### src/rtl/rr_prio_arbiter_if.sv
`default_nettype none
// ============================================================================
//  Module      : rr_prio_arbiter_if
//  Description : Request/grant bundle between requesters and rr_prio_arbiter.
//  Revision    : 1.0 - initial release
// ============================================================================
interface rr_prio_arbiter_if #(
    parameter int N     = 8,
    parameter int IDX_W = $clog2(N)
);
    logic             en;
    logic             mode;
    logic [N-1:0]     req;
    logic [N-1:0]     gnt;
    logic             gnt_valid;
    logic [IDX_W-1:0] gnt_idx;

    modport master (
        output en, mode, req,
        input  gnt, gnt_valid, gnt_idx
    );

    modport slave (
        input  en, mode, req,
        output gnt, gnt_valid, gnt_idx
    );
endinterface
`default_nettype wire

### src/rtl/rr_prio_arbiter.sv
`default_nettype none
// ============================================================================
//  Module      : rr_prio_arbiter
//  Description : N-way fixed-priority / round-robin arbiter with optional
//                grant lock and a registered one-hot grant.
//  Revision    : 1.0 - initial release
// ============================================================================
module rr_prio_arbiter #(
    parameter int N     = 8,
    parameter bit LOCK  = 1'b0,
    parameter int IDX_W = $clog2(N)
) (
    input  wire logic         clock,
    input  wire logic         reset,
    rr_prio_arbiter_if.slave  bus
);

    localparam logic [IDX_W-1:0] c_last = IDX_W'(N - 1);
    localparam logic [IDX_W:0]   c_n    = (IDX_W + 1)'(N);

    logic [N-1:0]     r_gnt;
    logic             r_valid;
    logic [IDX_W-1:0] r_idx;
    logic [IDX_W-1:0] r_ptr;

    logic [IDX_W-1:0] w_fix_idx;
    logic [IDX_W-1:0] w_rr_idx;
    logic [IDX_W-1:0] w_rr_ptr;
    logic             w_any_req;
    logic             w_lock_hit;

    logic [N-1:0]     w_gnt_nxt;
    logic             w_valid_nxt;
    logic [IDX_W-1:0] w_idx_nxt;
    logic [IDX_W-1:0] w_ptr_nxt;

    assign w_any_req  = |bus.req;
    assign w_lock_hit = LOCK && (|(r_gnt & bus.req));

    // Ascending scan so the highest set index is the last one written.
    always_comb begin
        w_fix_idx = '0;
        for (int i = 0; i < N; i++) begin
            if (bus.req[i]) w_fix_idx = i[IDX_W-1:0];
        end
    end

    // Descending distance scan from ptr so the nearest requester wins.
    always_comb begin
        logic [IDX_W:0] w_pos;
        w_rr_idx = '0;
        w_pos    = '0;
        for (int k = N - 1; k >= 0; k--) begin
            w_pos = {1'b0, r_ptr} + (IDX_W + 1)'(k);
            if (w_pos >= c_n) w_pos = w_pos - c_n;
            if (bus.req[w_pos[IDX_W-1:0]]) w_rr_idx = w_pos[IDX_W-1:0];
        end
    end

    assign w_rr_ptr = (w_rr_idx == c_last) ? '0 : w_rr_idx + 1'b1;

    always_comb begin
        w_gnt_nxt   = r_gnt;
        w_valid_nxt = r_valid;
        w_idx_nxt   = r_idx;
        w_ptr_nxt   = r_ptr;
        if (!bus.en || (!w_lock_hit && !w_any_req)) begin
            w_gnt_nxt   = '0;
            w_valid_nxt = 1'b0;
            w_idx_nxt   = '0;
        end else if (!w_lock_hit) begin
            w_valid_nxt = 1'b1;
            if (!bus.mode) begin
                w_idx_nxt = w_fix_idx;
            end else begin
                w_idx_nxt = w_rr_idx;
                w_ptr_nxt = w_rr_ptr;
            end
            w_gnt_nxt            = '0;
            w_gnt_nxt[w_idx_nxt] = 1'b1;
        end
    end

    always_ff @(posedge clock) begin
        if (reset) begin
            r_gnt   <= '0;
            r_valid <= 1'b0;
            r_idx   <= '0;
            r_ptr   <= '0;
        end else begin
            r_gnt   <= w_gnt_nxt;
            r_valid <= w_valid_nxt;
            r_idx   <= w_idx_nxt;
            r_ptr   <= w_ptr_nxt;
        end
    end

    assign bus.gnt       = r_gnt;
    assign bus.gnt_valid = r_valid;
    assign bus.gnt_idx   = r_idx;

endmodule
`default_nettype wire

### src/flat_wrapper.sv
// flat-port wrapper written by rule: the top's interface ports become plain ports
module rr_prio_arbiter_flat 
#(
    parameter int N     = 8,
    parameter bit LOCK  = 1'b0,
    parameter int IDX_W = $clog2(N)
)
  (clock, reset, bus_en, bus_mode, bus_req, bus_gnt, bus_gnt_valid, bus_gnt_idx);
  rr_prio_arbiter_if #(.N(N), .IDX_W(IDX_W)) bus_i ();
  input  wire logic clock;
  input  wire logic reset;
  input wire logic [$bits(bus_i.en)-1:0] bus_en;
  input wire logic [$bits(bus_i.mode)-1:0] bus_mode;
  input wire logic [$bits(bus_i.req)-1:0] bus_req;
  output wire logic [$bits(bus_i.gnt)-1:0] bus_gnt;
  output wire logic [$bits(bus_i.gnt_valid)-1:0] bus_gnt_valid;
  output wire logic [$bits(bus_i.gnt_idx)-1:0] bus_gnt_idx;
  assign bus_i.en = bus_en;
  assign bus_i.mode = bus_mode;
  assign bus_i.req = bus_req;
  assign bus_gnt = bus_i.gnt;
  assign bus_gnt_valid = bus_i.gnt_valid;
  assign bus_gnt_idx = bus_i.gnt_idx;
  rr_prio_arbiter #(.N(N), .LOCK(LOCK), .IDX_W(IDX_W)) u_core (.clock(clock), .reset(reset), .bus(bus_i));
endmodule
### config.mk
export PLATFORM = sky130hd
export DESIGN_NAME = rr_prio_arbiter_flat
export DESIGN_NICKNAME = d
export VERILOG_FILES = /design/src/rtl/rr_prio_arbiter_if.sv /design/src/rtl/rr_prio_arbiter.sv /design/src/flat_wrapper.sv
export SDC_FILE = /design/constraint.sdc
export NUM_CORES = 1
export LEC_CHECK = 0
export ABC_CLOCK_PERIOD_IN_PS = 3200
export BUFFER_PORTS_ARGS = -buffer_cell sky130_fd_sc_hd__buf_2
export CORE_MARGIN = 4
export CORE_UTILIZATION = 51
export DETAILED_ROUTE_END_ITERATION = 7
export PLACE_DENSITY = 0.8
export SKIP_LAST_GASP = 1
export SLEW_MARGIN = 10
export SYNTH_ARGS = -nofsm -noshare
export SYNTH_HDL_FRONTEND = slang
export SYNTH_SLANG_ARGS = --single-unit
export TNS_END_PERCENT = 20
### constraint.sdc
create_clock -name clock -period 3.2 [get_ports clock]
set_clock_uncertainty 0.15 [all_clocks]
set_input_delay 0 -clock clock [delete_from_list [all_inputs] [get_ports clock]]
set_output_delay 0 -clock clock [all_outputs]
set_load 0.01 [all_outputs]
After elaboration in Yosys (flattened, before gate mapping)
Cells that the tools add are included.
{"block": "word_totals", "register_bits": 15, "inputBits": 12, "output_inout_bits": 12}
{"block": "classes", "n_addsub": 16, "n_lt_le_gt_ge": 18, "eq_ne": 1, "mux": 45, "bitwise": 1, "reduce_logical": 7}
{"op": "3-bit 2-to-1 mux", "n": 25}
{"op": "3-bit by 4-bit < comparator with 1-bit output (second input constant)", "n": 9}
{"op": "4-bit greater-or-equal comparator (second input constant)", "n": 7}
{"op": "1-bit binary-select mux with 3-bit select", "n": 8}
{"op": "3-bit by 1-bit subtractor with 3-bit output (second input constant)", "n": 8}
{"op": "3-bit by 3-bit adder with 4-bit output (second input constant)", "n": 4}
{"op": "1-bit 2-to-1 mux", "n": 11}
{"op": "3-bit by 2-bit adder with 4-bit output (second input constant)", "n": 2}
{"op": "8-bit OR reduction", "n": 1}
{"op": "3-bit by 1-bit adder with 4-bit output (second input constant)", "n": 1}
{"op": "3-bit by 4-bit greater-or-equal comparator with 1-bit output (second input constant)", "n": 1}
{"op": "3-bit by 1-bit adder with 3-bit output (second input constant)", "n": 1}
{"op": "1-bit demux with 3-bit select", "n": 1}
{"op": "3-bit == test (second input constant)", "n": 1}
{"op": "3-bit by 1-bit greater-or-equal comparator with 1-bit output (second input constant)", "n": 1}
{"op": "1-bit logical NOT", "n": 2}
{"op": "2-bit AND reduction", "n": 1}
{"op": "2-bit OR reduction", "n": 1}
{"op": "1-bit logical AND", "n": 1}
{"op": "1-bit logical OR", "n": 1}
{"op": "1-bit inverter", "n": 1}

Depth between registers and ports, before layout
Gate-level depths: netlist of the first run.
{"block": "depth", "word_depth": 19, "ltp_mapped": 13, "ltp_nobuf": 10}

Worst setup path after synthesis of the first run
No wires, ideal clock.
{"block": "synth_timing", "path_kind": "reg2reg", "start": "register u_core.r_ptr[0]", "end": "register u_core.r_ptr[1]", "setup_time_ps": 100, "arrival_ps": 3176, "t_required_ps": 2950, "slack_ps": -226, "path_stages_with_launch": 13, "period_less_slack_ps": 3426, "cell_sequence": "dfxtp_1 -> buf_4 -> clkbuf_1 -> inv_1 -> ha_1 -> buf_2 -> mux2i_1 -> mux2_2 -> a211oi_1 -> o211ai_1 -> a311o_1 -> and3b_4 -> a2111oi_4"}
{"block": "synth_between", "elab_chain_len": 15, "word_cells_on_any_way": 58, "classes_between": "add/sub: 16; order compare: 8; eq/ne: 1; mux: 33"}
{"element": "start: declaration", "line_no": "rr_prio_arbiter.sv:24", "rtl": "logic [IDX_W-1:0] r_ptr;"}
{"element": "start signal: assignment", "line_no": "rr_prio_arbiter.sv:94", "rtl": "r_ptr <= w_ptr_nxt;"}
{"element": "3-bit by 3-bit adder with 4-bit output", "line_no": "rr_prio_arbiter.sv:54", "rtl": "w_pos = {1'b0, r_ptr} + (IDX_W + 1)'(k);"}
{"element": "4-bit greater-or-equal comparator / 3-bit by 1-bit subtractor with 3-bit output (equally long branches)", "line_no": "rr_prio_arbiter.sv:55", "rtl": "if (w_pos >= c_n) w_pos = w_pos - c_n;"}
{"element": "3-bit 2-to-1 mux", "line_no": "rr_prio_arbiter.sv:55"}
{"element": "1-bit binary-select mux with 3-bit select", "line_no": "rr_prio_arbiter.sv:56", "rtl": "if (bus.req[w_pos[IDX_W-1:0]]) w_rr_idx = w_pos[IDX_W-1:0];"}
{"element": "1-bit 2-to-1 mux (not written as such)", "line_no": "rr_prio_arbiter.sv:56"}
{"element": "3-bit 2-to-1 mux (7 in a row)", "line_no": "rr_prio_arbiter.sv:56"}
{"element": "3-bit 2-to-1 mux (*)", "line_no": "rr_prio_arbiter.sv:56"}
{"element": "3-bit by 1-bit adder with 3-bit output / 3-bit == test (equally long branches)", "line_no": "rr_prio_arbiter.sv:60", "rtl": "assign w_rr_ptr = (w_rr_idx == c_last) ? '0 : w_rr_idx + 1'b1;"}
{"element": "3-bit 2-to-1 mux (*)", "line_no": "rr_prio_arbiter.sv:60"}
Mark *: on every way between the ends. The rest lies on a longest branch, timed or not. The select of a mux whose other input is x is not followed.
A chain may end at the register's enable or synchronous reset.

Worst setup path after layout of the first run
Ends and elaborated chain as after synthesis.

==> results.cfg, run 1 <==
[outcome]
status = completed

[timing]
rsz0062_at_grt = yes
post-route-period-util = 0.954
final.setup.worst_slack_ns = 0.146
period_minus_slack_ns = 3.05
max_freq_mhz = 327
drv_slew = 0
finalHoldViolations = 0
slew_headroom = 0.736
worst-slew-pin-transition_ns = 0.393
finalSetupViolations = 0

[setup_path]
cpLargestDelayFamily = compound AO/OA/AOI/OAI gates
critPathKind = reg -> reg
cp-end-kind = register
start_kind = register
path_cells = buf_4 -> mux2_2 -> mux4_2 -> o32ai_1 -> o211ai_1 -> a311o_1 -> and3b_4 -> a2111oi_4
critPathMaxStageDelay_ns = 0.53
path_max_fanout = 7
cp.required_ns = 3.24
crit_buf_inv = 1
crit_slowest_cell = mux4_2
critPathArrivalTime_ns = 3.09

[clocking]
clockBufferDepth = 2
cts_tree = built
clock_latency_ns = 0.28
clock-sinks = 15
numCtsBuffers = 3
cts.clk_slew.worst_paths_ns = 0.08
h-tree-depth = 1
root_buffer = clkbuf_4

[placement]
pre_cts_slack_ns = 0.113
place_area_um2 = 1620
placed_cells = 223
place_congestion = 0.990
place_hpwl_um = 2790
io_buffer_count = 23

[yosys]
synth-xor-area-share = 0.0182
ys.flop_type = dfxtp_1
netlist_area_um2 = 1440
synth-adder-area-share = 0.0173
synth_edf_count = 0
synth_compound_area_frac = 0.254
avgSynthCellArea_um2 = 8.49
synth_cell_types = 47
ys_seq_area_frac = 0.208
synth_top_family_by_area = multiplexers
yosys_register_bits = 15
async_flop_share = 0
synth_simple_gate_area_share = 0.195
syn_nets = 184
synthMuxAreaShare = 0.256
syn_inst = 170
ys_warn_count = 0

[cells_and_area]
area_growth_pct = 17.7
layout_commonest_cell = buf_2
fin_cells = 231
fin_nets = 215
layout_common_cells = 23 x buf_2, 16 x nor2_1, 14 x a21oi_1, 14 x dfxtp_1, 11 x nand2_1
drive_above_1_share = 0.310
antenna_cells = 0
fin_area_um2 = 1700

[global_route]
grt_start_max_net_pins = 19
grt.overflow.total = 0
first_global_vias = 1289
grt_pass1_wl_um = 6030
grt_usage = 0.212
grt_antenna_before_repair = 0

[floorplan]
rows = 19
die_height_um = 61.2
die_x_um = 61.2
coreArea_um2 = 2730
dieArea_um2 = 3750
initial_core_util = 0.528
io-pin-count = 24

[route]
drt_iter0_drc = 66
routed_via_density = 6.40
drc = 0
ant_nets = 0
detail_route.wl_per_cell_um = 16.3
firstDrtPassIters = 4
vias = 1478
routed_wl_um = 3760

[run]
max_cap_violations = 0

[power]
ir_drop_mv = 0.448
total_power_mw = 1.01
power_density_nw_per_um2 = 592
p_leak_nw = 0.731

[worst_hold_path]
hold_class = in -> reg
## worst register-to-register path: stages, from the launching register on
cell and delay (ns):
dfxtp_2 0.34, buf_4 0.15, mux2_2 0.41, mux4_2 0.53, o32ai_1 0.30, o211ai_1 0.13, a311o_1 0.43, and3b_4 0.23
a2111oi_4 0.30
## where the power goes
group / internal, mW / total [mW] / leakage (nW) / switching, mW
sequential: 0.206 / 0.222 / 0.123 / 0.0154
clock: 0.0484 / 0.104 / 0.0150 / 0.0560
combinational: 0.317 / 0.679 / 0.593 / 0.362
total: 0.572 / 1.01 / 0.731 / 0.434
## cell families after synthesis
group | count (synthesis)
AND/OR/NAND/NOR | 54
XOR/XNOR | 3
AO/OA/AOI/OAI | 51
multiplexers | 27
buffers and inverters | 18
adder cells (fa/ha/maj) | 2
flip-flops | 15
## state kept, by name (all words and copies together), names as in the netlist
signal / cells
u_core.bus.gnt: 8
u_core.bus.gnt_idx: 3
u_core.r_ptr: 3
u_core.bus.gnt_valid: 1
## cells in the mapped netlist, drive strengths merged (3+ instances only)
| cell | count | area [µm²] |
|---|---|---|
| a21o | 3 | 22.5 |
| clkbuf | 5 | 18.8 |
| nor3 | 7 | 35.0 |
| dfxtp | 15 | 300 |
| nor2 | 16 | 60.1 |
| mux4 | 7 | 158 |
| a21oi | 14 | 70.1 |
| inv | 8 | 30.0 |
| mux2i | 10 | 100 |
| o211ai | 3 | 22.5 |
| nor2b | 3 | 18.8 |
| mux2 | 10 | 113 |
| nand2b | 6 | 45.0 |
| o21ai | 11 | 55.1 |
| nand2 | 11 | 41.3 |
| a211oi | 3 | 22.5 |
| buf | 4 | 21.3 |
## timing repair
action | in CTS | in global routing
resized for setup | 0 | 5
endpoints found under the hold margin | 7 | 0
hold buffers | 3 | 0
buffers inserted | 0 | 1
endpoints found under the setup margin | 0 | 11
## layer usage
layer | wire length [µm] | global-route usage
met5 | 0 | 0
met4 | 48 | 0.0310
met3 | 250 | 0.0377
met2 | 1840 | 0.346
met1 | 1630 | 0.299
## final cells by class
type,count,area (µm²)
Multi-Input combinational cell,137,1080
Clock buffer,4,26.3
Sequential cell,15,302
Tap cell,31,38.8
Inverter,9,35.0
Fill cell,210,1030
Timing Repair Buffer,35,213
## through the flow
step	hold WS, ns	TNS, ns	utilization
after global placement	0.0948	0	0.593
after CTS	0.141	0	0.613
after floorplan	-0.0857	0	-
final	0.160	0	0.622
after detailed placement	0.100	0	0.593
after global routing	0.181	-0.0329	0.622
## path summary, 6_finish.rpt
check	start	endpoint	slack, ns	depth (start not counted)
worst max-delay path	u_core.r_ptr[0]	u_core.r_ptr[1]	0.15	8
worst min-delay path	bus_req[7]	u_core.bus.gnt[6]	0.16	4
worst max register to register	u_core.r_ptr[0]	u_core.r_ptr[1]	0.15	8
worst min register to register	u_core.r_ptr[1]	u_core.r_ptr[1]	0.51	3
Note: power is estimated with default switching activity, not from simulation.
==> run 2: changes to the inputs <==
--- a/config.mk
+++ b/config.mk
@@ -6,11 +6,12 @@
 export NUM_CORES = 1
 export LEC_CHECK = 0
 export ABC_CLOCK_PERIOD_IN_PS = 3200
-export BUFFER_PORTS_ARGS = -buffer_cell sky130_fd_sc_hd__buf_2
+export CORE_ASPECT_RATIO = 0.6
 export CORE_MARGIN = 4
-export CORE_UTILIZATION = 51
+export CORE_UTILIZATION = 57
 export DETAILED_ROUTE_END_ITERATION = 7
-export PLACE_DENSITY = 0.8
+export DONT_BUFFER_PORTS = 1
+export PLACE_DENSITY = 0.79
 export SKIP_LAST_GASP = 1
 export SLEW_MARGIN = 10
 export SYNTH_ARGS = -nofsm -noshare
==> run 2 against run 1 <==
Sequential share of layout area increased by 0.24 points. Final area down 1.3%. Flip-flop and latch count is the same. Setup slack worse by 0.12 ns. Via count up 2.8%. Wire length grew 22%. Critical endpoint is now u_core.bus.gnt[2].
==> results.cfg, run 2 (synthesis results as in run 1) <==
[outcome]
status = completed

[cells_and_area]
fin_area_um2 = 1680
antenna_cells = 0
final-seq-area_um2 = 302
layout_common_cells = 16 x nor2_1, 14 x a21oi_1, 14 x dfxtp_1
layout_commonest_cell = nor2_1
area_growth_pct = 16.1
fin_nets = 196
largest_reg_flops = 8
drive_above_1_share = 0.249
multiInputGateArea_um2 = 1120
nFillCells = 157

[floorplan]
die_height_um = 47.0
die_x_um = 73.0
io-pin-count = 24
coreArea_um2 = 2280
rows = 13
dieArea_um2 = 3430
initial_core_util = 0.634

[clocking]
cts_tree = built
clock_latency_ns = 0.26
numCtsBuffers = 3
cts.clk_slew.worst_paths_ns = 0.07
clock-sinks = 15
root_buffer = clkbuf_8
clockBufferDepth = 2
h-tree-depth = 1

[global_route]
grt_antenna_before_repair = 0
grt_start_max_net_pins = 17
grt.overflow.total = 0
grt_usage = 0.266
first_global_vias = 1372
grt_pass1_wl_um = 6820

[placement]
place_hpwl_um = 3190
place_congestion = 0.907
place_area_um2 = 1510
io_buffer_count = 0

[setup_path]
critPathKind = reg -> reg
path_max_fanout = 16
path_cells = buf_6 -> mux2_2 -> mux4_2 -> o32ai_1 -> o211ai_1 -> a311o_1 -> a21o_1 -> buf_4 -> nor3_1
cp-end-kind = register
crit_slowest_cell = mux4_2
start_kind = register
critPathMaxStageDelay_ns = 0.51
critPathArrivalTime_ns = 3.20
cp.required_ns = 3.23

[route]
routed_wl_um = 4580
detail_route.wl_per_cell_um = 21.7
firstDrtPassIters = 7
drt_iter0_drc = 222
routed_via_density = 7.20
vias = 1519
drc = 0
ant_nets = 0

[run]
max_cap_violations = 0

[power]
total_power_mw = 1.12
power_frac_comb = 0.646
power_density_nw_per_um2 = 669
p_sw_frac = 0.447
ir_drop_mv = 0.293
clkPwrFrac = 0.145
p_seq_frac = 0.210
intPower_mw = 0.620
switchingPower_mw = 0.501
p_leak_nw = 0.655

[timing]
finalSetupViolations = 0
finalHoldViolations = 0
post-route-period-util = 0.993
drv_slew = 0
worst-slew-pin-transition_ns = 0.549
max_freq_mhz = 315
whs_ns = 0.108
period_minus_slack_ns = 3.18
slew_headroom = 0.633

[worst_hold_path]
hold_class = in -> reg
## run 2: final timing paths
check             startpoint                end  slack [ns]  cells past startpoint
max          u_core.r_ptr[0]  u_core.bus.gnt[2]        0.02                      9
max reg2reg  u_core.r_ptr[0]  u_core.bus.gnt[2]        0.02                      9
min               bus_req[7]  u_core.bus.gnt[7]        0.11                      3
min reg2reg  u_core.r_ptr[1]    u_core.r_ptr[1]        0.54                      3
## run 2: area by class of cell
cell class | instances | share of cell area
tap | 30 | 0.0224
timing repair buffer | 16 | 0.0813
sequential | 15 | 0.180
clock inverter | 1 | 0.00299
clock buffer | 3 | 0.0246
multi-input combinational | 137 | 0.668
inverter | 9 | 0.0209
## run 2: stage by stage
step | setup WS [ns] | setup TNS, ns | instances | utilization
floorplan | 0.0231 | 0 | 170 | -
global placement | 0.110 | 0 | 200 | 0.664
detailed placement | -0.0260 | -0.0644 | 200 | 0.664
CTS | 0.0190 | 0 | 209 | 0.707
global route | -0.0339 | -0.0498 | 211 | 0.736
finish | 0.0216 | 0 | 211 | 0.736
## run 2: worst max-delay path: cells and delay by family, from the launching register on
family	cells	cell delay, ns
and+or+nand+nor	1	0.17
DFF	1	0.35
muxes	2	0.95
AOI/OAI and AO/OA	4	1.09
buffers and inverters	2	0.37
## run 2: routing by layer
layer  wire length, µm  GRT usage
met4               174     0.0772
met3               603     0.0855
met1              1840      0.383
met2              1970      0.384
met5                 0          0
## run 2: power groups by stage
stage | registers, mW | clock network, mW | logic [mW]
2_1_floorplan | 0.227 | 0 | 0.499
3_3_place_gp | 0.236 | 0 | 0.595
3_5_place_dp | 0.237 | 0 | 0.630
4_1_cts | 0.233 | 0.158 | 0.640
5_1_grt | 0.238 | 0.167 | 0.765
6_report | 0.235 | 0.162 | 0.724
## run 2: timing repair
action | CTS | global route
endpoints found under the setup margin | 3 | 11
hold endpoints to repair | 15 | 0
hold buffers | 5 | 0
buffers inserted | 0 | 2
pin swaps | 0 | 2
gates resized for setup | 1 | 10
